### src/rtl/pipe_stage_reg_pkg.sv
// Shared constants for the MIPS inter-stage pipeline registers: default
// geometry of a stage and the default set of fields kept across a flush.
package pipe_stage_reg_pkg;

  // Field layout of a stage slot: instr, PC+8, rs operand, rt operand, imm.
  localparam int DEF_WIDTH      = 32;
  localparam int DEF_NUM_FIELDS = 5;
  localparam int DEF_CNT_W      = 32;

  // Only the PC+8 field survives a flush so the exception logic can form EPC.
  localparam logic [4:0] DEF_KEEP_MASK = 5'b00010;

endpackage

### src/rtl/pipe_stage_reg_sat_counter.sv
// Saturating event counter with a synchronous clear. A clear on the same
// edge as an increment wins; at all-ones the counter sticks instead of
// wrapping so a long stall never reads back as a short one.
module sat_counter #(
  parameter int CNT_W = 32
) (
  input  logic             clk,
  input  logic             reset,
  input  logic             clr,
  input  logic             inc,
  output logic [CNT_W-1:0] cnt
);

  logic [CNT_W-1:0] cnt_d;
  logic [CNT_W-1:0] cnt_q;

  // Next count: clear beats increment, increment stops at all-ones.
  always_comb begin
    cnt_d = cnt_q;
    if (clr) begin
      cnt_d = '0;
    end else if (inc && (cnt_q != {CNT_W{1'b1}})) begin
      cnt_d = cnt_q + 1'b1;
    end
  end

  // Count register; reset overrides clear and increment.
  always_ff @(posedge clk) begin
    if (reset) begin
      cnt_q <= '0;
    end else begin
      cnt_q <= cnt_d;
    end
  end

  assign cnt = cnt_q;

endmodule

### src/rtl/pipe_stage_reg.sv
// Inter-stage pipeline register (one per D/E/M/W boundary). Holds
// NUM_FIELDS packed fields plus a valid bit. Control per edge, highest
// first: reset, flush (bubble), en (load), otherwise hold. A bubble clears
// every field except those in KEEP_MASK, which still load from data_in; an
// all-zero instr field decodes downstream as a nop. Two saturating counters
// track cycles spent holding a valid instruction and bubbles inserted.
// All outputs come straight from flops.
module pipe_stage_reg
  import pipe_stage_reg_pkg::*;
#(
  parameter int                    WIDTH      = DEF_WIDTH,
  parameter int                    NUM_FIELDS = DEF_NUM_FIELDS,
  parameter logic [NUM_FIELDS-1:0] KEEP_MASK  = DEF_KEEP_MASK,
  parameter int                    CNT_W      = DEF_CNT_W
) (
  input  logic                        clk,
  input  logic                        reset,
  input  logic                        en,
  input  logic                        flush,
  input  logic                        valid_in,
  input  logic [NUM_FIELDS*WIDTH-1:0] data_in,
  input  logic                        cnt_clr,
  output logic                        valid_out,
  output logic [NUM_FIELDS*WIDTH-1:0] data_out,
  output logic [CNT_W-1:0]            stall_cnt,
  output logic [CNT_W-1:0]            bubble_cnt
);

  logic                        valid_d;
  logic                        valid_q;
  logic [NUM_FIELDS*WIDTH-1:0] data_d;
  logic [NUM_FIELDS*WIDTH-1:0] data_q;
  logic [NUM_FIELDS*WIDTH-1:0] flush_data;
  logic                        stall_inc;

  // Per-field bubble value: kept fields pass data_in, others go to zero.
  genvar gi;
  generate
    for (gi = 0; gi < NUM_FIELDS; gi++) begin : g_field
      assign flush_data[gi*WIDTH +: WIDTH] =
        KEEP_MASK[gi] ? data_in[gi*WIDTH +: WIDTH] : {WIDTH{1'b0}};
    end
  endgenerate

  // Next slot contents: flush inserts a bubble, en loads, otherwise hold.
  always_comb begin
    valid_d = valid_q;
    data_d  = data_q;
    if (flush) begin
      valid_d = 1'b0;
      data_d  = flush_data;
    end else if (en) begin
      valid_d = valid_in;
      data_d  = data_in;
    end
  end

  // Slot registers; reset discards whatever instruction was held.
  always_ff @(posedge clk) begin
    if (reset) begin
      valid_q <= 1'b0;
      data_q  <= '0;
    end else begin
      valid_q <= valid_d;
      data_q  <= data_d;
    end
  end

  // A stall cycle is a hold edge while the slot holds a real instruction.
  assign stall_inc = ~en & ~flush & valid_q;

  sat_counter #(.CNT_W(CNT_W)) u_stall_cnt (
    .clk   (clk),
    .reset (reset),
    .clr   (cnt_clr),
    .inc   (stall_inc),
    .cnt   (stall_cnt)
  );

  sat_counter #(.CNT_W(CNT_W)) u_bubble_cnt (
    .clk   (clk),
    .reset (reset),
    .clr   (cnt_clr),
    .inc   (flush),
    .cnt   (bubble_cnt)
  );

  assign valid_out = valid_q;
  assign data_out  = data_q;

endmodule

### config.mk
export PLATFORM = sky130hd
export DESIGN_NAME = pipe_stage_reg
export DESIGN_NICKNAME = d
export VERILOG_FILES = /design/src/rtl/pipe_stage_reg_pkg.sv /design/src/rtl/pipe_stage_reg_sat_counter.sv /design/src/rtl/pipe_stage_reg.sv
export SDC_FILE = /design/constraint.sdc
export NUM_CORES = 1
export LEC_CHECK = 0
export ABC_AREA = 1
export ABC_CLOCK_PERIOD_IN_PS = 2220
export BUFFER_PORTS_ARGS = -buffer_cell sky130_fd_sc_hd__buf_2
export CAP_MARGIN = 20
export CORE_AREA = 2 2 152 154
export DETAILED_ROUTE_END_ITERATION = 12
export DIE_AREA = 0 0 154 156
export PLACE_DENSITY_LB_ADDON = 0.12
export SYNTH_ARGS = -nofsm -noshare
export SYNTH_HDL_FRONTEND = slang
export SYNTH_SLANG_ARGS = --single-unit
### constraint.sdc
create_clock -name clk -period 2.22 [get_ports clk]
set_input_delay 0.333 -clock clk [delete_from_list [all_inputs] [get_ports clk]]
set_output_delay 0.333 -clock clk [all_outputs]
set_load 0.1 [all_outputs]
### Yosys cells after proc, flatten, opt, wreduce, memory -nomap -nowiden

Cells that the tools add are included.

* register bits after elaboration: 225
* bits in latches: 0
* memory bits (writable): 0
* memory bits (read-only): 0
* word-level logic and storage cells: 20
* memories: 0

* add/subtract/negate cells: 2
* $mul: 0
* div/mod/pow operators: 0
* $lt $le $gt $ge: 0
* equality and inequality tests: 2
* shift-type cells: 0
* mux-type cells: 2
* bitwise logic cells: 4
* reduce and logical (&&, ||, !) cells: 5

Operators by type and width (number)
* 2-to-1 mux 64 bit: 2
* adder 32 x 1 -> 32 bit, second input constant: 2
* inequality test 32 bit, second input constant: 2
* OR reduction 2 bit: 2
* bitwise AND 1 bit: 2
* logical AND 1 bit: 2
* inverter 1 bit: 2
* nonzero test 2 bit: 1

### Logic depth before layout (Yosys ltp)

Gate-level depths: netlist of the first run.

* depth in word-level cells: 4
* mapped depth: 11

### By module

From an unflattened synthesis of the first run, not the netlist that was laid out.

* cells, all modules: 1415
* area total of the unflattened synthesis: 10014.6 um^2

Modules (own cells, without submodules)
* pipe_stage_reg: times used 1, cells each 765, area an instance 5823.1 um^2
* sat_counter: times used 2, cells each 325, area an instance 2095.8 um^2

### Worst setup path before layout of the first run

OpenSTA, ideal clock, no wires.

* kind: register -> register
* start: register u_bubble_cnt.cnt_q[1] (netlist: u_bubble_cnt.cnt[1])
* end: register u_bubble_cnt.cnt_q[2] (netlist: u_bubble_cnt.cnt[2])
* data arrival time: 2.303 ns
* data required time: 2.103 ns
* setup slack: -0.201 ns
* stages on the path, launching flop included: 12
* path buffers: 1
* cells stage by stage: dfxtp_1 > ha_1 > nand2_2 > nor2_4 > nand2_4 > nor2_8 > nand2_4 > nand2_8 > inv_4 > buf_6 > nor2_1 > nor2_1

* word-level cells in the longest chain between the ends: 2
* elaborated cells on any way between the ends: 3
* those cells by class: add/sub: 1; eq/ne: 1; reduce/logical: 1

Ends and longest elaborated chain
* from (decl): line pipe_stage_reg_sat_counter.sv:15 `logic [CNT_W-1:0] cnt_q;`
* from (signal assigned): line pipe_stage_reg_sat_counter.sv:32 `cnt_q <= cnt_d;`
* parallel branches: the longest is 2 deep, another holds adder 32 x 1 -> 32 bit

Several ways; the timed one is not identified.
A chain may end at the register's enable or synchronous reset.

### Worst setup path after layout of the first run

* start: register u_stall_cnt.cnt_q[0] (netlist: u_stall_cnt.cnt[0])
* end: register u_stall_cnt.cnt_q[25] (netlist: u_stall_cnt.cnt[25])

* word-level cells in the longest chain between the ends: 2
* elaborated cells on any way between the ends: 3
* those cells by class: add/sub: 1; eq/ne: 1; reduce/logical: 1

Ends and longest elaborated chain (line)
* from (decl): pipe_stage_reg_sat_counter.sv:15
* from (signal assigned): pipe_stage_reg_sat_counter.sv:32
* parallel branches: the longest is 2 deep, another holds adder 32 x 1 -> 32 bit

Several ways; the timed one is not identified.

==> results of run 1 <==
==> metal layers <==
metal	routed length, um	vias to the layer above	global-route usage	share of wire
met5	11	-	0	0.00037
met4	919	2	0.0770	0.031
met3	2010	54	0.0619	0.068
met2	14600	274	0.414	0.49
met1	12100	4271	0.278	0.41
li1	-	5028	-	-
==> worst max-delay path: cells and delay by family, from the launching register on <==
family	cells	cell delay, ns
AND/OR/NAND/NOR	9	1.01
flip-flops	1	0.36
buffers and inverters	1	0.26
adder cells (fa/ha/maj)	1	0.18
==> logic make-up after synthesis <==
logic type | count (synthesis) | share of synthesized area
XOR/XNOR | 20 | 0.0185
flip-flops | 225 | 0.477
AO/OA/AOI/OAI | 203 | 0.111
adder cells (fa/ha/maj) | 2 | 0.00265
AND/OR/NAND/NOR | 783 | 0.332
buffers and inverters | 133 | 0.0589
==> through the flow <==
| step | power [W] | instances | hold slack, ns | utilization | area, um2 |
|---|---|---|---|---|---|
| 3_5_place_dp | 0.00588 | 1989 | 0.448 | 0.520 | 11600 |
| 2_1_floorplan | 0.00551 | 1366 | 0.473 | - | 9460 |
| 5_1_grt | 0.0104 | 2038 | 0.0276 | 0.559 | 12500 |
| 3_3_place_gp | 0.00587 | 1989 | 0.445 | 0.520 | 11600 |
| 6_report | 0.0100 | 2038 | 0.0458 | 0.559 | 12500 |
| 4_1_cts | 0.0102 | 2035 | 0.0210 | 0.559 | 12500 |
==> registers in the layout, summed over array words and instances, names as in the netlist <==
register and flops:
u_bubble_cnt.cnt 32, data_out 160, valid_out 1, u_stall_cnt.cnt 32
==> where the power goes <==
part / switching (W) / internal [W]
Sequential: 0.0000620 / 0.00416
Combinational: 0.00126 / 0.000298
Clock: 0.00171 / 0.00253
Total: 0.00304 / 0.00699
==> cell usage in the layout (no fill, tap or decap), types with 2 or more instances in the layout <==
cell type	netlist	final
a21oi_1	149	149
a21oi_2	7	7
a31oi_1	4	4
buf_12	0	4
buf_2	14	389
buf_4	1	10
clkbuf_1	43	2
clkbuf_16	0	25
clkbuf_8	0	10
clkinv_2	0	6
dfxtp_1	225	215
dfxtp_2	0	10
diode_2	0	3
ha_1	2	2
inv_1	63	63
inv_2	3	2
nand2_1	480	479
nand2_2	4	3
nand2_4	2	4
nand3_1	42	42
nand4_1	9	9
nor2_1	225	224
nor2_2	4	4
nor2_4	4	5
nor3_1	6	6
o21ai_0	36	36
o21ai_1	7	7
xnor2_1	5	5
xor2_1	15	15
==> path summary, 6_finish.rpt <==
path / startpoint / endpoint / cells after the start
worst min-delay path: data_in[14] / data_out[14]$_SDFFE_PP0P_ / 3
worst max-delay path: u_stall_cnt.cnt[0]$_SDFFE_PP0P_ / u_stall_cnt.cnt[25]$_SDFFE_PP0P_ / 11
worst min register to register: data_out[105]$_SDFFE_PP0P_ / data_out[105]$_SDFFE_PP0P_ / 2
worst max register to register: u_stall_cnt.cnt[0]$_SDFFE_PP0P_ / u_stall_cnt.cnt[25]$_SDFFE_PP0P_ / 11
==> final cells by class <==
cell class	instances	area [um2]
repair buffers	403	2100
fillers	2202	9850
clock inverters	9	91.3
multi-input cells	1008	4410
well taps	285	357
inverters	68	259
flip-flops and latches	225	4520
clock buffers	37	771
diodes	3	7.51
==> reports/metrics.cfg, run 1 <==
[critical_path]
crit_slowest_cell=dfxtp_2
cp_common_cell=nand2_1
reg2reg_setup_slack_ns=0.31
critical_path.max_stage_delay_ns=0.36
start_kind=flip-flop
critPathCaptureType=flip-flop
path_max_fanout=14
critPathKind=reg2reg
cp.arrival_ns=2.33
cp.required_ns=2.65
path_cells=ha_1 -> nand2_1 -> nor2_2 -> nand2_1 -> nor2_1 -> nand2_1 -> buf_4 -> nand3_1 -> nand2_1 -> nand2_1 -> nor2_1

[power_and_ir_drop]
leakagePower_nw=5.86
p_per_area_nw_per_um2=802
vdd_drop_max_mv=0.616

[logic_synthesis]
syn_inst=1366
syn-num-nets=1534
yosys_register_bits=225
synth_area_um2=9450
synth_commonest_cells=nand2_1, dfxtp_1, nor2_1
synth_edf_count=0
avgSynthCellArea_um2=6.92
synth_top_cell_area_share=0.477
ys_warn_count=0
synthTopCellsByArea=dfxtp_1, nand2_1, nor2_1
ys_async_sr_fraction=0
ys.flop_type=dfxtp_1
synth_cell_types=35
yosysSeqAreaShare=0.477
synth_most_common_cell=nand2_1
yosysTopAreaCell=dfxtp_1

[grt]
grt_start_max_net_pins=130
grt_pass1_vias=8830
grt_overflow=0
antenna_found_initial=5
track_usage=0.235
grt_pass1_wl_mm=46.1

[detailed_routing]
via_per_inst=4.72
drtIter0Drc=609
vias=9629
drc=0
dr.pass1.iters=4
finalWirelength_mm=29.6
drt.antenna.violating_nets=0
wl_per_cell_um=14.5

[die]
start_util=0.422
die-area_um2=24000
fp.dieH_um=156
die_w_um=154
core_area_um2=22400
boundaryPins=391
rows=55

[cts]
cts_hold_buf=0
cts_tree=yes
ctsResizeCount=0
postCtsSetupRepairBufs=0
clk_root_buffer_cell=clkbuf_16
clk_pin_slew_worst_paths_ns=0.06
cts_made_buffers=25
clock-sinks=225
cts_max_level=1
clk_latency_ns=0.53
clock_path_buffers=3

[sta]
hold_violations=0
setup_viol=0
tightestPinTransition_ns=0.622
min_period_ns=1.91
fin_tns_setup_ns=0
timing.final.ws_setup_ns=0.315
max_freq_ghz=0.525
max-slew-margin-rel=0.583
drv_slew=0
finalCritPeriodShare=0.858
skew_ns=0.00861
grt_setup_unrepaired=no

[cells_and_area]
layout-drive-gt1-share=0.278
nNetsFinal=1899
area_growth_pct=32.4

[flow_run]
cap_violations=0

[placement]
portBuffers=390
routabilityCongestion=0.862
place_hpwl_mm=21.5
place_ws_ns=0.260

[worst_hold_path]
hp-class=in2reg

[outcome]
status=finished clean

No activity file was read; power rests on OpenSTA's default activity.
==> run 2, diff against run 1 <==
--- a/config.mk
+++ b/config.mk
@@ -9,10 +9,11 @@
 export ABC_CLOCK_PERIOD_IN_PS = 2220
 export BUFFER_PORTS_ARGS = -buffer_cell sky130_fd_sc_hd__buf_2
 export CAP_MARGIN = 20
-export CORE_AREA = 2 2 152 154
+export CORE_AREA = 4 4 150 152
 export DETAILED_ROUTE_END_ITERATION = 12
 export DIE_AREA = 0 0 154 156
 export PLACE_DENSITY_LB_ADDON = 0.12
+export SKIP_CTS_REPAIR_TIMING = 1
 export SYNTH_ARGS = -nofsm -noshare
 export SYNTH_HDL_FRONTEND = slang
 export SYNTH_SLANG_ARGS = --single-unit
==> constraint.sdc (replaced) <==
create_clock -name clk -period 2.22 [get_ports clk]
set_input_delay 0.333 -clock clk [delete_from_list [all_inputs] [get_ports clk]]
set_output_delay 0.333 -clock clk [all_outputs]
set_load 0.01 [all_outputs]
==> run 2 against run 1 <==
  * Hold slack improved by 0.0056 ns
  * Clock skew increased by 0.0020 ns
  * Sequential share of layout area increased by 0.085 points
  * Routed wire length increased by 1.4%
  * Sequential power about the same
  * Flip-flop and latch count unchanged
  * Count of clock-buffer cells in the layout decreased by 3
  * Core utilization increased by 3.3 points
  * Critical path type unchanged
  * Power decreased by 9.5%
  * Maximum frequency decreased by 1.2%
==> reports/metrics.cfg, run 2 (synthesized netlist as in run 1, its figures left out) <==
[critical_path]
reg2reg_setup_slack_ns=0.29  ; -0.02 ns
critPathCaptureType=flip-flop
startpoint=u_stall_cnt.cnt[0]$_SDFFE_PP0P_
endpoint=u_stall_cnt.cnt[19]$_SDFFE_PP0P_
cp.arrival_ns=2.39  ; +0.06 ns
r2r_cells=9  ; -2
timing.rr.start=u_stall_cnt.cnt[0]$_SDFFE_PP0P_
path_max_fanout=12  ; -2
start_kind=flip-flop
critPathKind=reg2reg
cp.required_ns=2.68  ; +0.03 ns
r2r-end=u_stall_cnt.cnt[19]$_SDFFE_PP0P_

[detailed_routing]
dr.pass1.iters=5  ; +1
drc=0  ; unchanged
finalWirelength_mm=30.0  ; +1.4%
drtIter0Drc=642  ; +5.4%
vias=9661  ; +0.33%
drt.antenna.violating_nets=0  ; unchanged
wl_per_cell_um=14.8  ; +2.0%
via_per_inst=4.77  ; +0.98%

[die]
start_util=0.449  ; +0.0270
fp.dieH_um=156  ; unchanged
rows=53  ; -3.6%
boundaryPins=391  ; unchanged
die-area_um2=24000  ; unchanged
core_area_um2=21000  ; -6.0%
die_w_um=154  ; unchanged

[cells_and_area]
mostFrequentLayoutCells=nand2_1, buf_2, dfxtp_1
final_common_cell=nand2_1
area_growth_pct=31.7
layoutNonFillerInstCount=2025  ; -0.64%
largest_register_ffs=160  ; unchanged
nNetsFinal=1898  ; -0.053%
layout-drive-gt1-share=0.270  ; -0.00868

[power_and_ir_drop]
p_clk_frac=0.453  ; +0.030
sequentialPowerShare=0.466  ; +0.045
p_switching_w=0.00216  ; -29%
swShare=0.239  ; -0.0646
vdd_drop_max_mv=0.473  ; -23%
p_comb_frac=0.082  ; -0.074
p_int_w=0.00691  ; -1.1%
p_per_area_nw_per_um2=729  ; -9.1%
leakagePower_nw=5.82  ; -0.65%

[cts]
clk_latency_ns=0.53  ; about the same
clock_path_buffers=3  ; unchanged
cts_made_buffers=25  ; unchanged
clk_pin_slew_worst_paths_ns=0.06  ; about the same
clk_root_buffer_cell=clkbuf_16
clock-sinks=225  ; unchanged
cts_max_level=1  ; unchanged
cts_tree=yes

[grt]
grt_start_max_net_pins=130  ; unchanged
grt_pass1_vias=8869  ; +0.44%
grt_overflow=0  ; unchanged
track_usage=0.232  ; -0.00232
antenna_found_initial=8  ; +3
grt_pass1_wl_mm=46.2  ; +0.21%

[placement]
routabilityCongestion=0.911  ; +5.8%
place_hpwl_mm=22.0  ; +2.3%
portBuffers=390  ; unchanged
placed_cells=1978  ; -0.55%

[sta]
tightestPinTransition_ns=0.624  ; +0.00197 ns
finalCritPeriodShare=0.869  ; +0.0103
setup_viol=0  ; unchanged
fin_tns_setup_ns=0  ; unchanged
drv_slew=0  ; unchanged
max_freq_ghz=0.519  ; -1.2%
skew_ns=0.0106  ; +0.00199 ns
min_period_ns=1.93  ; +0.0228 ns
hold_violations=0  ; unchanged
grt_setup_unrepaired=no
max-slew-margin-rel=0.581  ; -0.00132

[flow_run]
cap_violations=0  ; unchanged

[outcome]
status=finished clean

[worst_hold_path]
hp-class=in2reg

run 2: cell count changes in the layout (fill, tap and decap cells not counted), sizes merged:
cell      change
clkbuf        -3
clkinv        -3
clkinvlp      +2
buf           -1
bufinv        +1
inv           +1
run 2: metrics by stage:
stage               power [W]  cell area (um2)  hold WS [ns]  setup WS [ns]  utilization
floorplan             0.00469             9450         0.473          0.544            -
global placement      0.00505            11600         0.445          0.377        0.553
detailed placement    0.00506            11600         0.450          0.331        0.553
CTS                   0.00919            12400        0.0346          0.315        0.592
global route          0.00942            12400        0.0363         0.0563        0.592
finish                0.00907            12400        0.0514          0.292        0.592
run 2: critical path, cell delays in order (launching register included):
cell and delay, ns:
dfxtp_1 0.39, ha_1 0.20, nand2_1 0.08, nor2_2 0.18, nand2_1 0.12, nor2_1 0.15
nand3_1 0.37, nand3_1 0.21, nand2_1 0.06, nor2_1 0.11
run 2: area by class of cell:
cell class / instances / area (um2)
Timing Repair Buffer: 402 / 2110
Fill cell: 2055 / 8570
Antenna cell: 3 / 7.51
Tap cell: 275 / 344
Sequential cell: 225 / 4500
Multi-Input combinational cell: 1008 / 4400
Clock inverter: 10 / 123
Clock buffer: 34 / 699
Inverter: 68 / 260
run 2: worst min path at each step:
stage	slack, ns	cells past startpoint	to	from
after floorplan	0.47	2	data_out[132]$_SDFFE_PP0P_	data_in[132]
after global placement	0.45	2	data_out[12]$_SDFFE_PP0P_	data_out[12]$_SDFFE_PP0P_
after detailed placement	0.45	2	data_out[93]$_SDFFE_PP0P_	data_out[93]$_SDFFE_PP0P_
after CTS	0.03	3	data_out[138]$_SDFFE_PP0P_	data_in[138]
after global routing	0.04	3	data_out[126]$_SDFFE_PP0P_	data_in[126]
final	0.05	3	data_out[41]$_SDFFE_PP0P_	data_in[41]
run 2: power groups by stage:
stage	clock network, W	registers [W]	logic (W)
final	0.00411	0.00422	0.000740
after global routing	0.00436	0.00424	0.000822
after CTS	0.00421	0.00422	0.000750
after detailed placement	0	0.00431	0.000747
after global placement	0	0.00431	0.000742
after floorplan	0	0.00437	0.000320
run 2: per-layer routing:
metal,global-route usage,vias to the layer above,part of all wire
met5,0,-,0.0018
met4,0.0841,8,0.034
met3,0.0705,70,0.077
met2,0.390,312,0.48
met1,0.283,4245,0.40
li1,-,5026,-
==> run 3, diff against run 2 <==
--- a/config.mk
+++ b/config.mk
@@ -13,6 +13,7 @@
 export DETAILED_ROUTE_END_ITERATION = 12
 export DIE_AREA = 0 0 154 156
 export PLACE_DENSITY_LB_ADDON = 0.12
+export REMOVE_ABC_BUFFERS = 1
 export SKIP_CTS_REPAIR_TIMING = 1
 export SYNTH_ARGS = -nofsm -noshare
 export SYNTH_HDL_FRONTEND = slang
==> run 3 against run 2 <==
  * Flip-flop and latch count unchanged
  * Final cell count is 0.40% higher
  * Highest routed layer is now met4
  * Maximum frequency fell by 2.9%
  * Die area did not move
==> reports/metrics.cfg, run 3 (synthesized netlist as in run 1, its figures left out) <==
[outcome]
status=finished clean

[sta]
grt_setup_unrepaired=no
finalCritPeriodShare=0.894  ; +0.0255
hold_violations=0  ; unchanged
max_freq_ghz=0.504  ; -2.9%
min_period_ns=1.98  ; +0.0567 ns
tightestPinTransition_ns=0.696  ; +0.0718 ns
fin_tns_setup_ns=0  ; unchanged
max-slew-margin-rel=0.533  ; -0.0482
skew_ns=0.00450  ; -0.00610 ns
drv_slew=0  ; unchanged
setup_viol=0  ; unchanged

[placement]
placed_cells=1986  ; +0.40%
portBuffers=390  ; unchanged
place_hpwl_mm=23.6  ; +7.3%
routabilityCongestion=0.958  ; +5.1%

[die]
boundaryPins=391  ; unchanged
die_w_um=154  ; unchanged
fp.dieH_um=156  ; unchanged
core_area_um2=21000  ; unchanged
start_util=0.449  ; unchanged
die-area_um2=24000  ; unchanged
rows=53  ; unchanged

[cts]
cts_max_level=1  ; unchanged
cts_tree=yes
clock_path_buffers=3  ; unchanged
clk_pin_slew_worst_paths_ns=0.06  ; about the same
cts_made_buffers=26  ; +4.0%
clk_latency_ns=0.52  ; about the same
clock-sinks=225  ; unchanged
clk_root_buffer_cell=clkbuf_16

[detailed_routing]
vias=9962  ; +3.1%
wl_per_cell_um=15.7  ; +5.9%
drt.antenna.violating_nets=0  ; unchanged
dr.pass1.iters=9  ; +4
via_per_inst=4.90  ; +2.7%
drc=0  ; unchanged
drtIter0Drc=664  ; +3.4%
finalWirelength_mm=31.9  ; +6.3%

[cells_and_area]
largest_register_ffs=160  ; unchanged
layoutNonFillerInstCount=2033  ; +0.40%
nNetsFinal=1907  ; +0.47%
mostFrequentLayoutCells=nand2_1, buf_2, dfxtp_1
area_growth_pct=32.8
final_common_cell=nand2_1
nFillCells=2066  ; +0.54%
layout-drive-gt1-share=0.275  ; +0.00530

[grt]
met1_usage=0.305  ; +0.0214
grt_start_max_net_pins=129  ; -0.77%
antenna_found_initial=1  ; -7
grt_pass1_vias=9372  ; +5.7%
grt.busiest_layer=met2
grt_pass1_wl_mm=49.9  ; +7.9%
grt_overflow=0  ; unchanged
use_met2=0.458  ; +0.0682
track_usage=0.252  ; +0.0198
use_met3=0.0594  ; -0.0111

[power_and_ir_drop]
p_per_area_nw_per_um2=739  ; +1.3%
p_comb_frac=0.082  ; about the same
swShare=0.236  ; -0.00267
sequentialPowerShare=0.456  ; -0.010
leakagePower_nw=5.90  ; +1.4%
p_switching_w=0.00219  ; +1.0%
vdd_drop_max_mv=0.520  ; +9.8%
p_clk_frac=0.462  ; +0.009
p_int_w=0.00708  ; +2.5%
power_w=0.00927  ; +2.1%

[critical_path]
start_kind=flip-flop
path_max_fanout=14  ; +2
cp_common_cell=nand2_1
crit_family=simple AND/OR/NAND/NOR gates
crit_slowest_cell=dfxtp_1
cp.arrival_ns=2.37  ; -0.02 ns
cp.required_ns=2.61  ; -0.07 ns
path_cells=ha_1 -> nand2_1 -> nor2_2 -> nand2_1 -> nor2_1 -> nand2_1 -> nand2_2 -> inv_2 -> nand2_1 -> a21oi_1
critPathKind=reg2reg
worst-path-buf-inv=1  ; +1
critical_path.max_stage_delay_ns=0.40  ; about the same
critPathCaptureType=flip-flop

[flow_run]
cap_violations=0  ; unchanged

[worst_hold_path]
hp-class=in2reg

-- run 3: path summary, 6_finish.rpt --
check                                       start                              end  slack, ns  depth (start not counted)
setup / recovery  u_stall_cnt.cnt[0]$_SDFFE_PP0P_  u_stall_cnt.cnt[9]$_SDFFE_PP0P_       0.24                         10
hold / removal                       data_in[132]       data_out[132]$_SDFFE_PP0P_       0.05                          3
setup reg to reg  u_stall_cnt.cnt[0]$_SDFFE_PP0P_  u_stall_cnt.cnt[9]$_SDFFE_PP0P_       0.24                         10
hold reg to reg         data_out[24]$_SDFFE_PP0P_        data_out[24]$_SDFFE_PP0P_       0.46                          2
-- run 3: worst reg2reg max path, cell delays in order (launching register included) --
cell,delay [ns]
dfxtp_1,0.40
ha_1,0.20
nand2_1,0.08
nor2_2,0.11
nand2_1,0.10
nor2_1,0.16
nand2_1,0.22
nand2_2,0.28
inv_2,0.15
nand2_1,0.09
a21oi_1,0.05
-- run 3: routing by layer --
metal  part of all wire  wire length [um]
met1               0.40             12800
met2               0.50             15900
met3              0.081              2570
met4              0.018               562
met5                  0                 0
-- run 3: layout make-up --
cell class / count / area, um2 / share of cell area
diodes: 1 / 2.50 / 0.000199
clock buffers: 40 / 813 / 0.0648
clock inverters: 6 / 66.3 / 0.00529
inverters: 68 / 260 / 0.0207
multi-input cells: 1008 / 4400 / 0.351
flip-flops and latches: 225 / 4500 / 0.359
well taps: 275 / 344 / 0.0274
repair buffers: 410 / 2150 / 0.172
-- run 3: power by group through the flow --
stage	registers, W	logic [W]	clock network [W]
4_1_cts	0.00422	0.000766	0.00438
5_1_grt	0.00424	0.000843	0.00454
3_3_place_gp	0.00431	0.000758	0
3_5_place_dp	0.00431	0.000762	0
6_report	0.00423	0.000757	0.00429
2_1_floorplan	0.00437	0.000266	0
-- run 3: metrics by stage --
step / area [um2] / worst slack (ns) / utilization / hold slack, ns
2_1_floorplan: 9150 / -0.818 / - / 0.473
3_3_place_gp: 11700 / 0.334 / 0.555 / 0.445
3_5_place_dp: 11700 / 0.272 / 0.555 / 0.449
4_1_cts: 12500 / 0.254 / 0.597 / 0.0315
5_1_grt: 12500 / 0.0470 / 0.597 / 0.0459
6_report: 12500 / 0.235 / 0.597 / 0.0519
